--- src/rtl/irrigation_pkg.sv ---
// Shared types and widths for the irrigation sequencer.
package irrigation_pkg;

  localparam int unsigned TIMER_W = 7;
  localparam int unsigned CYCLE_W = 2;
  localparam int unsigned BCD_W   = 4;

  typedef enum logic [1:0] {
    ST_IDLE    = 2'd0,
    ST_WATER   = 2'd1,
    ST_SOAK    = 2'd2,
    ST_LOCKOUT = 2'd3
  } state_e;

endpackage

--- src/rtl/irrigation_sequencer_sync_edge.sv ---
// 2-FF synchronizer; EDGE_MODE=1 emits a one-clock rising-edge pulse,
// EDGE_MODE=0 emits the synchronized level.
module sync_edge #(
  parameter bit EDGE_MODE = 1'b1
) (
  input  logic clock,
  input  logic reset,
  input  logic d_i,
  output logic q_o
);

  logic [1:0] sync_q;

  always_ff @(posedge clock or posedge reset) begin
    if (reset) begin
      sync_q <= '0;
    end else begin
      sync_q <= {sync_q[0], d_i};
    end
  end

  if (EDGE_MODE) begin : g_edge
    logic prev_q;

    always_ff @(posedge clock or posedge reset) begin
      if (reset) begin
        prev_q <= 1'b0;
      end else begin
        prev_q <= sync_q[1];
      end
    end

    // Pulse is an AND of two flops, so it is glitch-free and lasts one clock.
    assign q_o = sync_q[1] & ~prev_q;
  end else begin : g_level
    assign q_o = sync_q[1];
  end

endmodule

--- src/rtl/irrigation_sequencer.sv ---
// Irrigation run sequencer: water, soak, optional re-water, lockout.
// Optional rain inhibit input enabled by IRRIGATION_RAIN_INHIBIT_EN.
module irrigation_sequencer
  import irrigation_pkg::*;
#(
  parameter int unsigned WATER_TIME   = 10,
  parameter int unsigned SOAK_TIME    = 5,
  parameter int unsigned LOCKOUT_TIME = 20,
  parameter int unsigned MAX_CYCLES   = 3
) (
  input  logic       clock,
  input  logic       reset,
  input  logic       tick_in,
  input  logic       dry,
  input  logic       tank_ok,
  input  logic       manual,
`ifdef IRRIGATION_RAIN_INHIBIT_EN
  input  logic       rain,
`endif
  output logic       valve,
  output logic       pump,
  output logic [1:0] state_code,
  output logic       fault,
  output logic [1:0] cycle_count,
  output logic [3:0] rem_tens,
  output logic [3:0] rem_units
);

  logic tick;
  logic start_req;
  logic dry_s;
  logic tank_ok_s;
  logic rain_s;

  sync_edge #(.EDGE_MODE(1'b1)) u_tick (
    .clock(clock), .reset(reset), .d_i(tick_in), .q_o(tick)
  );
  sync_edge #(.EDGE_MODE(1'b1)) u_manual (
    .clock(clock), .reset(reset), .d_i(manual), .q_o(start_req)
  );
  sync_edge #(.EDGE_MODE(1'b0)) u_dry (
    .clock(clock), .reset(reset), .d_i(dry), .q_o(dry_s)
  );
  sync_edge #(.EDGE_MODE(1'b0)) u_tank (
    .clock(clock), .reset(reset), .d_i(tank_ok), .q_o(tank_ok_s)
  );

`ifdef IRRIGATION_RAIN_INHIBIT_EN
  sync_edge #(.EDGE_MODE(1'b0)) u_rain (
    .clock(clock), .reset(reset), .d_i(rain), .q_o(rain_s)
  );
`else
  assign rain_s = 1'b0;
`endif

  state_e               state_q, state_d;
  logic [TIMER_W-1:0]   timer_q, timer_d;
  logic [CYCLE_W-1:0]   cyc_q, cyc_d;
  logic                 fault_q, fault_d;
  logic                 valve_q;
  logic [BCD_W-1:0]     rem_tens_q, rem_tens_d;
  logic [BCD_W-1:0]     rem_units_q, rem_units_d;
  logic                 expire;
  logic                 tick_dec;
  logic [TIMER_W-1:0]   shown;

  assign expire   = tick && (timer_q == TIMER_W'(1));
  assign tick_dec = tick && (timer_q > TIMER_W'(1));

  always_ff @(posedge clock or posedge reset) begin
    if (reset) begin
      state_q     <= ST_IDLE;
      timer_q     <= '0;
      cyc_q       <= '0;
      fault_q     <= 1'b0;
      valve_q     <= 1'b0;
      rem_tens_q  <= '0;
      rem_units_q <= '0;
    end else begin
      state_q     <= state_d;
      timer_q     <= timer_d;
      cyc_q       <= cyc_d;
      fault_q     <= fault_d;
      valve_q     <= (state_d == ST_WATER);
      rem_tens_q  <= rem_tens_d;
      rem_units_q <= rem_units_d;
    end
  end

  // Next-state and timer; expiry branches overwrite the plain decrement.
  always_comb begin
    state_d = state_q;
    timer_d = timer_q;
    cyc_d   = cyc_q;
    fault_d = fault_q;

    if (tick_dec) begin
      timer_d = timer_q - TIMER_W'(1);
    end

    case (state_q)
      ST_IDLE: begin
        if (tank_ok_s && (dry_s || start_req) && !rain_s) begin
          state_d = ST_WATER;
          timer_d = TIMER_W'(WATER_TIME);
          cyc_d   = CYCLE_W'(1);
        end
      end
      ST_WATER: begin
        if (!tank_ok_s) begin
          state_d = ST_LOCKOUT;
          timer_d = TIMER_W'(LOCKOUT_TIME);
          fault_d = 1'b1;
        end else if (expire) begin
          state_d = ST_SOAK;
          timer_d = TIMER_W'(SOAK_TIME);
        end
      end
      ST_SOAK: begin
        if (expire) begin
          if (dry_s && tank_ok_s && !rain_s && (cyc_q < CYCLE_W'(MAX_CYCLES))) begin
            state_d = ST_WATER;
            timer_d = TIMER_W'(WATER_TIME);
            cyc_d   = cyc_q + CYCLE_W'(1);
          end else begin
            state_d = ST_LOCKOUT;
            timer_d = TIMER_W'(LOCKOUT_TIME);
          end
        end
      end
      ST_LOCKOUT: begin
        // A faulted lockout parks at 1 until the tank refills.
        if (expire && (!fault_q || tank_ok_s)) begin
          state_d = ST_IDLE;
          timer_d = '0;
          cyc_d   = '0;
          fault_d = 1'b0;
        end
      end
      default: begin
        state_d = ST_IDLE;
      end
    endcase
  end

  always_comb begin
    shown       = (state_d == ST_IDLE) ? '0 : timer_d;
    rem_tens_d  = BCD_W'(shown / TIMER_W'(10));
    rem_units_d = BCD_W'(shown % TIMER_W'(10));
  end

  assign valve       = valve_q;
  assign pump        = valve_q;
  assign state_code  = state_q;
  assign fault       = fault_q;
  assign cycle_count = cyc_q;
  assign rem_tens    = rem_tens_q;
  assign rem_units   = rem_units_q;

endmodule
--- config.mk ---
export PLATFORM = sky130hd
export DESIGN_NAME = irrigation_sequencer
export DESIGN_NICKNAME = d
export VERILOG_FILES = /design/src/rtl/irrigation_pkg.sv /design/src/rtl/irrigation_sequencer_sync_edge.sv /design/src/rtl/irrigation_sequencer.sv
export SDC_FILE = /design/constraint.sdc
export NUM_CORES = 1
export LEC_CHECK = 0
export CAP_MARGIN = 5
export CELL_PAD_IN_SITES_DETAIL_PLACEMENT = 1
export CELL_PAD_IN_SITES_GLOBAL_PLACEMENT = 1
export CORE_MARGIN = 2
export CORE_UTILIZATION = 40
export CTS_CLUSTER_SIZE = 12
export DETAILED_ROUTE_END_ITERATION = 6
export PLACE_DENSITY = 0.8
export SLEW_MARGIN = 20
export SYNTH_ARGS = -nofsm -noshare
export SYNTH_HDL_FRONTEND = slang
export SYNTH_SLANG_ARGS = --single-unit
--- constraint.sdc ---
create_clock -name clock -period 4.8 [get_ports clock]
set_input_delay 0.48 -clock clock [delete_from_list [all_inputs] [get_ports clock]]
set_output_delay 0.48 -clock clock [all_outputs]
set_load 0.01 [all_outputs]
# Word-level counts from Yosys, hierarchy flattened
# Index checks and enable logic that the tools add are counted.
[word_totals]
out_inout_bits = 15
wordCells = 72
register_bits = 31
in_bits = 6
[op_classes]
magnitude_cmp = 2
n_eq_ne = 10
n_reduce_logical = 15
mux = 24
div = 2
bitwise_logic = 4
add_sub_neg = 2
[op_table]
columns = ["op", "count"]
rows = [
  ["$mux W7", 7],
  ["$pmux W7 S4", 1],
  ["$mux W2", 10],
  ["$ne A2 B2 Y1 const B", 5],
  ["$pmux W2 S4", 1],
  ["$div A7 B4 Y7 const B", 1],
  ["$eq A7 B1 Y1 const B", 1],
  ["$gt A7 B1 Y1 const B", 1],
  ["$mod A7 B4 Y7 const B", 1],
  ["$sub A7 B1 Y7 const B", 1],
  ["$logic_and A1 B1 Y1", 6],
  ["$pmux W2 S3", 1],
  ["$mux W5", 1],
  ["$reduce_and A5 Y1", 1],
  ["$eq A2 B1 Y1 const B", 2],
  ["$eq A2 B2 Y1 const B", 2],
  ["$logic_not A2 Y1", 2],
  ["$reduce_and A3 Y1", 1],
  ["$reduce_bool A3 Y1", 1],
  ["$add A2 B1 Y2 const B", 1],
  ["$and A1 B1 Y1", 2],
  ["$logic_or A1 B1 Y1", 2],
  ["$lt A2 B2 Y1 const B", 1],
  ["$mux W1", 2],
  ["4 further kinds", 5],
]

# Depth between registers and ports, before layout
[depth]
word_depth = 9
depth_mapped = 23

# Cells and area by module
# Synthesis repeated with hierarchy kept, for this count alone.
[hier_totals]
hier_cells = 222
area_unflattened_um2 = 2085.8
[by_module_without_submodules]
columns = ["module", "area_each_um2", "cells_each", "n_inst", "seq_area_each_um2"]
rows = [
  ["irrigation_sequencer", 1793.0, 206, 1, 525.5],
  ["sync_edge (u_manual ...)", 92.6, 5, 2, 75.1],
  ["sync_edge (u_dry ...)", 53.8, 3, 2, 50.0],
]

# Worst setup path before layout
# Ideal clock, no wire load.
[synth_timing]
path_kind = "flip-flop to flip-flop"
from = "register timer_q[1]"
to = "register rem_units_q[2], in the netlist rem_units[2]"
n_path_buf = 2
setup_slack_ps = 296
stages_incl_launch_ff = 23
arrival_ps = 4383
setup_time_ps = 121
cell_sequence = "dfrtp_1 > inv_1 > ha_1 > and4bb_1 > clkbuf_1 > o2111ai_1 > o31ai_2 > inv_2 > o31a_2 > o21a_1 > ha_1 > o21ba_4 > a21oi_1 > or3_1 > buf_2 > a31oi_1 > o21ai_0 > inv_1 > ha_1 > inv_1 > o311ai_0 > o221ai_2 > a22o_1"
[synth_via]
elab_chain_cells = 8
elab_cells_between_ends = 21
classes_between = "add/sub (1); div (1); order compare (1); eq/ne (1); mux (13); reduce/logical (4)"
[synth_lines]
columns = ["item", "line_no", "text"]
rows = [
  ["start: declaration", "irrigation_sequencer.sv:57", "logic [TIMER_W-1:0] timer_q, timer_d;"],
  ["start signal: assignment", "irrigation_sequencer.sv:81", "timer_q <= timer_d;"],
  ["$eq A7 B1 Y1 *", "irrigation_sequencer.sv:67", "assign expire = tick && (timer_q == TIMER_W'(1));"],
  ["$logic_and A1 B1 Y1 *", "irrigation_sequencer.sv:67", ""],
  ["$mux W2 / $logic_and A1 B1 Y1 (equally long branches)", "irrigation_sequencer.sv:114, irrigation_sequencer.sv:133", ""],
  ["$mux W2, on equally long branches", "irrigation_sequencer.sv:110, irrigation_sequencer.sv:133", ""],
  ["$pmux W2 S4 *", "irrigation_sequencer.sv:101", "case (state_q)"],
  ["net state_d[0]", "irrigation_sequencer.sv:56", "state_e state_q, state_d;"],
  ["$logic_not A2 Y1 *", "irrigation_sequencer.sv:147", "shown = (state_d == ST_IDLE) ? '0 : timer_d;"],
  ["$mux W7 *", "irrigation_sequencer.sv:147", ""],
  ["$mod A7 B4 Y7 *", "irrigation_sequencer.sv:149", "rem_units_d = BCD_W'(shown % TIMER_W'(10));"],
  ["net rem_units_d[2]", "irrigation_sequencer.sv:62", "logic [BCD_W-1:0] rem_units_q, rem_units_d;"],
  ["end signal: assignment", "irrigation_sequencer.sv:86", "rem_units_q <= rem_units_d;"],
  ["end: declaration", "irrigation_sequencer.sv:62", ""],
]
# The timed path passes the listed nets; every way through them passes the cells marked *.
# A chain may end at the register's enable or synchronous reset.

# Worst setup path in the final report
[layout_timing]
from = "register timer_q[4]"
to = "register rem_units_q[2], in the netlist rem_units[2]"
[layout_via]
elab_chain_cells = 8
elab_cells_between_ends = 21
classes_between = "add/sub (1); div (1); order compare (1); eq/ne (1); mux (13); reduce/logical (4)"
[layout_lines]
columns = ["item", "line_no", "text"]
rows = [
  ["$gt A7 B1 Y1", "irrigation_sequencer.sv:68", "assign tick_dec = tick && (timer_q > TIMER_W'(1));"],
  ["$logic_and A1 B1 Y1", "irrigation_sequencer.sv:68", ""],
  ["$mux W7", "irrigation_sequencer.sv:97", "if (tick_dec) begin"],
  ["$mux W7", "irrigation_sequencer.sv:114", "end else if (expire) begin"],
  ["$mux W7", "irrigation_sequencer.sv:110", "if (!tank_ok_s) begin"],
  ["$pmux W7 S4 *", "irrigation_sequencer.sv:101", ""],
  ["net timer_d[6]", "irrigation_sequencer.sv:57", ""],
  ["$mux W7 *", "irrigation_sequencer.sv:147", ""],
  ["$mod A7 B4 Y7 *", "irrigation_sequencer.sv:149", ""],
  ["net rem_units_d[2]", "irrigation_sequencer.sv:62", ""],
]
# Marks and branches as above.

==> results_dict.tcl <==
set metrics [dict create \
    status "finished, final reports clean" \
    drc_errors 0 \
    nNetsFinal 253 \
    hp-start "u_manual.sync_q[0]" \
    final_util 0.515 \
    first_pass_iters 4 \
    routed_wl_um 5550 \
    regArea_um2 776 \
    crit_chain "or4_4 > a2111o_1 > a32oi_2 > o31a_2 > nand3_1 > o21a_1 > ha_1 > o21ba_4 > a21oi_1 > or3_1 > a31oi_1 > o21ai_1 > inv_1 > ha_1 > inv_1 > o311ai_2 > o221ai_2 > a22o_1" \
    combPwrFrac 0.627 \
    diodes 0 \
    cts.root.buffer_cell "clkbuf_8" \
    via_per_inst 5.82 \
    initial_utilization 0.422 \
    worstHoldPathType "flip-flop to flip-flop" \
    critPathBufInv 2 \
    reg2reg_to "rem_units[2]" \
    grt_usage 0.220 \
    synth_cell_type_count 70 \
    synth-async-reset-ratio 1.00 \
    pwr-share-seq 0.246 \
    grt_max_degree 32 \
    numCtsBuffers 5 \
    setup_viol 0 \
    rows 25 \
    syn-num-nets 222 \
    crit_family "compound AO/OA/AOI/OAI gates" \
    synth-main-ff-cell "dfrtp_1" \
    worstSetupStartpointType "flip-flop" \
    p_int_uw 934 \
    cts_sinks 31 \
    cts-htree-levels 2 \
    dp_slack_ps 103 \
    wl_per_cell_um 17.9 \
    grt_pass1_wl_um 9290 \
    synthTopCellsByArea "dfrtp_1, o21ai_0, inv_1" \
    worstPathArrival_ps 4760 \
    cp_max_fo 5 \
    timing.fmax_mhz 218 \
    die_y_um 75.3 \
    p_sw_frac 0.461 \
    synth_top_area_frac 0.382 \
    hold_violations 0 \
    drtAntennaViolNets 0 \
    avgSynthCellArea_um2 9.64 \
    grt_pass1_vias 1891 \
    drtIter0Drc 68 \
    ff2ff_setup_slack_ps 220 \
    yosys_warnings 0 \
    period_needed_ps 4580 \
    clock_tree.buffer_depth 2 \
    synth_edf_count 0 \
    syn_inst 211 \
    holdWs_ps 352 \
    fill_cells 556 \
    leakagePower_uw 0.00101 \
    reg2reg_from "timer_q[4]" \
    top_level_ports 21 \
    tightest_slew_ps 663 \
    cpMaxStageDelayCell "or4_4" \
    place_hpwl_um 4180 \
    place_congestion 0.846 \
    die-width_um 75.3 \
    ctsHoldBuffers 0 \
    synth.most_common_cell "dfrtp_1" \
    p_per_area_mw_per_mm2 698 \
    p_sw_uw 799 \
    coreArea_mm2 0.00482 \
    drv_cap 0 \
    dp.cells 298 \
    area_growth_pct 22.1 \
    yosysTopAreaCell "dfrtp_1" \
    setup_ws_ps 218 \
    num_vias 1805 \
    hold_end "u_manual.sync_q[1]" \
    crit_required_ps 4980 \
    yosys-top-cells-count "dfrtp_1, inv_1, o21ai_0" \
    final_max_slew_viol_count 0 \
    drive_gt1_frac 0.193 \
    hold_path_depth 0 \
    io_buffer_count 20 \
    end_kind "flip-flop" \
    die_area_mm2 0.00567 \
    slowest_delay_ps 610 \
    multi_input_area_mm2 0.00117 \
    clk-insertion-delay-late_ps 290 \
    ir_drop_v 0.000602 \
    rsz0062_at_grt "yes" \
    max_slew_margin 0.555 \
    antenna_found_initial 0 \
    finalNonFillerCells 310 \
    clock_skew_ps 11.9 \
    clk_pin_slew_worst_paths_ps 80 \
    mappedNetlistArea_mm2 0.00203 \
    grt-ovfl-total 0 \
    seq_area_frac_synth 0.382 \
    fin_crit_sh 0.955 \
    critPathKind "flip-flop to flip-flop" \
    ys_seq_elements 31 \
    clkPwrFrac 0.127 \
    cts_tree "built" \
    rr_worst_depth 18 \
]
-- power by group through the flow --
stage / logic, uW / registers (uW) / clock network (uW)
2_1_floorplan: 709 / 423 / 0
3_3_place_gp: 1000 / 426 / 0
3_5_place_dp: 1030 / 429 / 0
4_1_cts: 1040 / 426 / 223
5_1_grt: 1200 / 439 / 231
6_report: 1090 / 427 / 220
-- timing repair --
action	4_1_cts	5_1_grt
setup endpoints to repair	0	4
buffers inserted	0	4
hold endpoints to repair	0	0
gates resized for setup	0	7
-- worst max path at each step --
stage                           from            to  cells past startpoint
after floorplan           timer_q[1]  rem_units[2]                     22
after global placement    timer_q[4]  rem_units[2]                     18
after detailed placement  timer_q[1]  rem_units[2]                     20
after CTS                 timer_q[1]  rem_units[2]                     21
after global routing      timer_q[1]  rem_units[1]                     19
final                     timer_q[4]  rem_units[2]                     18
-- kinds of logic (layout without fill, tap and decap cells) --
family,after synthesis,after routing,share of synthesized area
AOI/OAI and AO/OA,77,77,0.308
xor gates and xnor gates,1,1,0.00431
adders and majority gates,5,5,0.0308
buffers and inverters,27,59,0.0535
DFF,31,31,0.382
muxes,4,4,0.0203
and+or+nand+nor,66,66,0.201
-- registers in the layout, summed over array words and instances (netlist names) --
signal                  count
u_manual.sync_q             2
rem_tens                    4
pump                        1
fault                       1
cycle_count                 2
timer_q                     7
u_tick.g_edge.prev_q        1
u_manual.g_edge.prev_q      1
u_tank.sync_q               2
state_code                  2
rem_units                   4
u_tick.sync_q               2
u_dry.sync_q                2
-- final cells by class --
cell class	instances	share of cell area
repair buffers	32	0.117
clock inverters	3	0.00958
clock buffers	5	0.0277
multi-input cells	153	0.471
flip-flops and latches	31	0.313
well taps	67	0.0338
inverters	19	0.0287
-- metal layers --
layer,share of wire,global-route usage
met3,0.032,0.0331
met5,0,0
met1,0.45,0.283
met2,0.51,0.382
met4,0.016,0.0721
-- metrics by stage --
stage	setup TNS (ps)	power (uW)	area, um^2
after floorplan	0	1130	2030
after global placement	0	1430	2340
after detailed placement	0	1460	2340
after CTS	0	1690	2430
after global routing	-51.7	1870	2480
final	0	1730	2480
-- cell usage in the layout, fill, tap and decap left out, types with 5 or more instances in the layout --
master           instances
nand2_1                 11
a21oi_1                 10
dfrtp_1                 31
o21ai_0                 14
ha_1                     5
nor2_1                   7
clkdlybuf4s50_1         20
nand3_1                  7
inv_1                   18
clkbuf_8                 5
nor2b_1                  7
o21a_1                   5
buf_4                   12
Power figures use the tool's default switching activity.
